File: src/rtl/cla_seq_pkg.sv
// Shared types and helpers for the nibble-serial carry-lookahead adder.
// The state encoding and nib_sel() are used by cla_seq_adder.
package cla_seq_pkg;

  typedef enum logic [1:0] {
    S_IDLE = 2'd0,
    S_RUN  = 2'd1,
    S_DONE = 2'd2
  } state_t;

  localparam int NIBBLE_W  = 4;
  localparam int SEL_IDX_W = 8;
  localparam int SEL_VEC_W = NIBBLE_W * (2 ** SEL_IDX_W);

  // Nibble k of a zero-extended vector.
  function automatic logic [NIBBLE_W-1:0] nib_sel(input logic [SEL_VEC_W-1:0] vec,
                                                  input logic [SEL_IDX_W-1:0] k);
    return vec[{k, 2'b00} +: NIBBLE_W];
  endfunction

endpackage

File: src/rtl/cla_seq_adder_nib.sv
// Combinational 4-bit carry-lookahead group: nibble sum, carries into bit 3
// and out of bit 3, and group generate/propagate.
module cla_nib_slice
  import cla_seq_pkg::*;
(
  input  logic [NIBBLE_W-1:0] a,
  input  logic [NIBBLE_W-1:0] b,
  input  logic                c0,
  output logic [NIBBLE_W-1:0] s,
  output logic                c3,
  output logic                c4,
  output logic                gg,
  output logic                pg
);

  logic [NIBBLE_W-1:0] g_s;
  logic [NIBBLE_W-1:0] p_s;
  logic                c1_s;
  logic                c2_s;

  // Lookahead equations for one nibble.
  always_comb begin
    g_s  = a & b;
    p_s  = a | b;
    c1_s = g_s[0] | (p_s[0] & c0);
    c2_s = g_s[1] | (p_s[1] & g_s[0]) | (p_s[1] & p_s[0] & c0);
    c3   = g_s[2] | (p_s[2] & g_s[1]) | (p_s[2] & p_s[1] & g_s[0])
         | (p_s[2] & p_s[1] & p_s[0] & c0);
    gg   = g_s[3] | (p_s[3] & g_s[2]) | (p_s[3] & p_s[2] & g_s[1])
         | (p_s[3] & p_s[2] & p_s[1] & g_s[0]);
    pg   = &p_s;
    c4   = gg | (pg & c0);
    s    = a ^ b ^ {c3, c2_s, c1_s, c0};
  end

endmodule

File: src/rtl/cla_seq_adder.sv
// Multi-cycle adder: one nibble per clock through a shared CLA group, LSB first.
// Optional macro CLA_SEQ_SUB_EN adds a 'sub' port (b inverted, carry forced to 1).
module cla_seq_adder
  import cla_seq_pkg::*;
#(
  parameter int WIDTH = 32
) (
  input  logic             clk,
  input  logic             reset,
`ifdef CLA_SEQ_SUB_EN
  input  logic             sub,
`endif
  input  logic             start,
  input  logic [WIDTH-1:0] a,
  input  logic [WIDTH-1:0] b,
  input  logic             cin,
  output logic             busy,
  output logic             done,
  output logic [WIDTH-1:0] sum,
  output logic             cout,
  output logic             ovf
);

  localparam int NIB   = WIDTH / 4;
  localparam int IDX_W = (NIB > 1) ? $clog2(NIB) : 1;
  localparam logic [IDX_W-1:0] LAST_IDX = IDX_W'(NIB - 1);

  if (((WIDTH % 4) != 0) || (WIDTH < 8) || (WIDTH > SEL_VEC_W)) begin : g_bad_width
    $error("cla_seq_adder: WIDTH must be a multiple of 4 and at least 8");
  end

  state_t             state_r, state_nx_s;
  logic [IDX_W-1:0]   idx_r;
  logic               carry_r;
  logic [WIDTH-1:0]   a_r, b_r, sum_r;
  logic               busy_r, done_r, cout_r, ovf_r;
  logic               accept_s, last_s;
  logic [WIDTH-1:0]   b_cap_s;
  logic               cin_cap_s;
  logic [NIBBLE_W-1:0] a_nib_s, b_nib_s, nib_sum_s;
  logic               c3_s, c4_s, grp_g_s, grp_p_s;

  // Operand conditioning applied at capture time.
  always_comb begin
`ifdef CLA_SEQ_SUB_EN
    b_cap_s   = sub ? ~b : b;
    cin_cap_s = cin | sub;
`else
    b_cap_s   = b;
    cin_cap_s = cin;
`endif
  end

  // Nibble selection for the current step.
  always_comb begin
    a_nib_s = nib_sel(SEL_VEC_W'(a_r), SEL_IDX_W'(idx_r));
    b_nib_s = nib_sel(SEL_VEC_W'(b_r), SEL_IDX_W'(idx_r));
  end

  cla_nib_slice u_slice (
    .a  (a_nib_s),
    .b  (b_nib_s),
    .c0 (carry_r),
    .s  (nib_sum_s),
    .c3 (c3_s),
    .c4 (c4_s),
    .gg (grp_g_s),
    .pg (grp_p_s)
  );

  // Next-state logic; an accepted start in DONE restarts immediately.
  always_comb begin
    state_nx_s = state_r;
    accept_s   = 1'b0;
    last_s     = 1'b0;
    case (state_r)
      S_IDLE: begin
        if (start) begin
          accept_s   = 1'b1;
          state_nx_s = S_RUN;
        end else begin
          state_nx_s = S_IDLE;
        end
      end
      S_RUN: begin
        if (idx_r == LAST_IDX) begin
          last_s     = 1'b1;
          state_nx_s = S_DONE;
        end else begin
          state_nx_s = S_RUN;
        end
      end
      S_DONE: begin
        if (start) begin
          accept_s   = 1'b1;
          state_nx_s = S_RUN;
        end else begin
          state_nx_s = S_IDLE;
        end
      end
      default: state_nx_s = S_IDLE;
    endcase
  end

  // State, datapath and registered outputs.
  always_ff @(posedge clk or posedge reset) begin
    if (reset) begin
      state_r <= S_IDLE;
      idx_r   <= '0;
      carry_r <= 1'b0;
      a_r     <= '0;
      b_r     <= '0;
      sum_r   <= '0;
      busy_r  <= 1'b0;
      done_r  <= 1'b0;
      cout_r  <= 1'b0;
      ovf_r   <= 1'b0;
    end else begin
      state_r <= state_nx_s;
      busy_r  <= (state_nx_s == S_RUN);
      done_r  <= (state_nx_s == S_DONE);
      if (accept_s) begin
        a_r     <= a;
        b_r     <= b_cap_s;
        carry_r <= cin_cap_s;
        idx_r   <= '0;
        sum_r   <= '0;
      end else if (state_r == S_RUN) begin
        sum_r[{idx_r, 2'b00} +: NIBBLE_W] <= nib_sum_s;
        carry_r <= c4_s;
        idx_r   <= idx_r + IDX_W'(1);
        if (last_s) begin
          // Group G/P gives the same carry-out as c4; c3 is the carry into the MSB.
          cout_r <= grp_g_s | (grp_p_s & carry_r);
          ovf_r  <= c3_s ^ c4_s;
        end
      end
    end
  end

  assign busy = busy_r;
  assign done = done_r;
  assign sum  = sum_r;
  assign cout = cout_r;
  assign ovf  = ovf_r;

endmodule
File: config.mk
export PLATFORM = sky130hd
export DESIGN_NAME = cla_seq_adder
export DESIGN_NICKNAME = d
export VERILOG_FILES = /design/src/rtl/cla_seq_pkg.sv /design/src/rtl/cla_seq_adder_nib.sv /design/src/rtl/cla_seq_adder.sv
export SDC_FILE = /design/constraint.sdc
export NUM_CORES = 1
export LEC_CHECK = 0
export CELL_PAD_IN_SITES_DETAIL_PLACEMENT = 0
export CELL_PAD_IN_SITES_GLOBAL_PLACEMENT = 1
export CORE_UTILIZATION = 39
export CTS_CLUSTER_DIAMETER = 50
export DETAILED_ROUTE_END_ITERATION = 16
export GPL_ROUTABILITY_DRIVEN = 0
export GPL_TIMING_DRIVEN = 1
export PLACE_DENSITY = 0.86
export SETUP_SLACK_MARGIN = 0.2
export SYNTH_ARGS = -nofsm -noshare
export SYNTH_HDL_FRONTEND = slang
export SYNTH_SLANG_ARGS = --single-unit
export TNS_END_PERCENT = 30
File: constraint.sdc
create_clock -name clk -period 3.75 [get_ports clk]
set_input_delay 0.75 -clock clk [delete_from_list [all_inputs] [get_ports clk]]
set_output_delay 0.75 -clock clk [all_outputs]
set_load 0.01 [all_outputs]
==> summary.md <==
| Metric | Value |
|---|---|
| Remaining DRCs | `0` |
| Leakage power | `3.092 nW` |
| Final Hold Vio Count | `0` |
| Antenna violations before repair | `0` |
| Post-CTS Resized | `0` |
| Skew final | `0.007516 ns` |
| Hold WC Path Type | `flip-flop to flip-flop` |
| Top_reg_cell synth | `dfrtp_1` |
| Htree depth | `3` |
| First-pass GRT wire length | `18860 um` |
| Share of cells above drive strength 1 | `0.09484` |
| Starting Density | `0.3988` |
| Vias in the first global route | `3950` |
| WS Path Type | `flip-flop to flip-flop` |
| Synth Warn # | `0` |
| Synthesized cell area | `roughly 5000 um^2` |
| Final setup margin | `0.7248 ns` |
| Post-synthesis cell count | `499` |
| Final-report setup violation count | `0` |
| Area of the multi-input gates | `2185 um^2` |
| Number of library cell types mapped by synthesis | `46` |
| Synthesized area per cell | `10.04 um^2` |
| Status | `complete, no violations` |
| Power per standard cell area | `912.7 nW/um^2` |
| DP Wirelength | `8105 um` |
| Final #Nets | `681` |
| Die ar. | `13310 um^2` |
| 1st-pass router iterations | `4` |
| CTS Hold Bufs | `0` |
| Total congestion overflow | `0` |
| Tot GR Track Use | `0.1842` |
| R2r worst-path depth | `9` |
| Top cells by area, synth | `dfrtp_1 (53%), nand2_1 (16%), mux4_2 (6.7%), ha_1 (3.7%), a22o_1 (3.3%)` |
| Port buffer count | `between 100 and 150` |
| Sequential area share after synthesis | `0.5292` |
| FFs w/ async S/R, synth | `1.000` |
| Place WS | `approximately 0.77 ns` |
| Vias | `3813` |
| Total Wirelength | `about 11000 um` |
| CP arrival | `3.31 ns` |
| Fillers | `1172` |
| Area leader, netlist | `dfrtp_1` |
| I/O pins | `around 100` |
| DR WL/cell | `14.48 um` |
| Hold Path Depth | `2` |
| Type of origin of the critical path | `flip-flop` |
| CTS Sinks | `106` |
| Clock-pin transition on the worst setup and hold timing paths | `0.07 ns` |
| Antenna Violating Nets Remaining | `0` |
| Crit path time final | `3.025 ns` |
| Setup TNS | `0 ns` |
| Worst-case clock buffer depth | `2` |
| Period utilization | `0.8067` |
| Die X | `115.4 um` |
| Register area | `2653 um^2` |
| Highest clock rate | `0.3306 GHz` |
| Required @ worst endpoint | `4.03 ns` |
| Post-synth EDFFs | `0` |
| Die Ht | `115.4 um` |
| Starting DRT DRC Count | `269` |
| RSZ-0062 raised after global routing | `false` |
| Core Box Area | `12570 um^2` |
| Critical path fanouts, max | `17` |
| Most frequent cell after synthesis | `nand2_1` |
| Root Driver | `clkbuf_16` |
| TritonCTS Buffers | `9` |
| Least-Margin Pin Slew | `0.7394 ns` |
| Synthesized flop and latch total | `106` |
| Maxcap violations | `0` |
| Synth top area share | `0.5292` |
| Largest net degree at the start of global routing | `66` |
| Kind of end point of the critical path | `flip-flop` |
| FP Rows | `41` |
| Area delta synth->final | `29.73%` |
| Relative slew slack | `0.5071` |
| Antenna cells | `0` |
| Top cells by count, synth | `nand2_1 (216), dfrtp_1 (106), a22o_1 (19)` |
| Synth Net Count | `between 500 and 600` |
| Final Max Slew Viols | `0` |
| VDD IR max | `0.5295 mV` |
| TritonCTS clock tree | `yes` |
| Clock latency on the worst-skew pair | `about 0.35 ns` |
| Post-CTS Setup Repair Bufs | `0` |
| DR vias/cell | `4.933` |
## worst max-delay path, cell delays in order, from the launching register on
cell and delay, ns:
dfrtp_1 0.82, mux4_2 0.33, nand2_1 0.07, and2_1 0.19, inv_1 0.13, ha_1 0.21
nor2_1 0.05, a211oi_1 0.47, o311a_1 0.46, mux2_2 0.23
## stage by stage
step	std cells	power [mW]	instance area, um^2	hold WS (ns)	util
finish	773	5.935	6502	0.4705	0.5174
detailed placement	758	5.035	6211	0.4607	0.4942
CTS	773	5.999	6502	0.4786	0.5174
global placement	758	4.947	6211	0.4545	0.4942
floorplan	499	4.035	5012	0.4373	-
global route	773	6.398	6502	0.4931	0.5174
## logic make-up after synthesis
logic type / after synthesis / share of synthesized area
flip-flops: 106 / 0.5292
AO/OA/AOI/OAI: 53 / 0.08263
adder cells (fa/ha/maj): 16 / 0.04144
multiplexers: 19 / 0.07913
AND/OR/NAND/NOR: 264 / 0.2254
XOR/XNOR: 3 / 0.005243
buffers and inverters: 38 / 0.03694
## area by class of cell
cell class | instances | area share
Timing Repair Buffer | 111 | 0.1697
Clock buffer | 10 | 0.03521
Multi-Input combinational cell | 355 | 0.3360
Tap cell | 172 | 0.03310
Clock inverter | 5 | 0.009621
Sequential cell | 106 | 0.4079
Inverter | 14 | 0.008466
## final timing paths
check | from | end | slack, ns
worst max-delay path | idx_r[1] | sum[3] | 0.72
worst min-delay path | a_r[9] | a_r[9] | 0.47
worst max register to register | idx_r[1] | sum[3] | 0.72
worst min register to register | a_r[9] | a_r[9] | 0.47
max in group asynchronous | reset | b_r[22] | 2.18
min in group asynchronous | reset | sum[16] | 0.85
## cell usage in the layout (no fill, tap or decap), types with 2 or more instances in the layout
master	Yosys	layout
xor2_1	2	2
o21ai_0	9	9
nor2b_1	5	4
nand2b_1	3	2
a32o_1	4	4
clkdlybuf4s50_1	0	103
clkinvlp_4	0	2
a22o_2	3	3
mux2_2	2	2
o211ai_1	2	2
nand4_1	2	2
nor3_2	2	2
nor2_4	2	2
and2_1	12	12
nor2_2	2	2
nor2_1	13	13
a22o_1	19	19
buf_4	1	7
mux4_2	15	15
clkbuf_16	0	9
dfrtp_1	106	106
nand2_1	216	216
a21oi_1	8	8
inv_1	12	11
ha_1	15	15
nand3_1	3	3
inv_6	0	2
## layer usage
metal | wire, um | vias to the layer above | GRT usage
met3 | 570 | 13 | 0.03532
met1 | 4954 | 1838 | 0.2386
met5 | 0 | - | 0
li1 | - | 1843 | -
met4 | 150 | 0 | 0.05195
met2 | 5516 | 119 | 0.3150
## power breakdown
group	internal [mW]	switching, mW	leakage, nW	total, mW
Combinational	1.36	1.64	1.60	3.00
Sequential	1.65	0.347	1.36	2.00
Clock	0.519	0.418	0.136	0.937
Total	3.53	2.41	3.09	5.93
## state kept, by name (all words and copies together), names as in the netlist
name / count
b_r: 32
busy: 1
ovf: 1
idx_r: 3
sum: 32
done: 1
carry_r: 1
state_r: 2
cout: 1
a_r: 32
(Power assumes the default switching activity.)
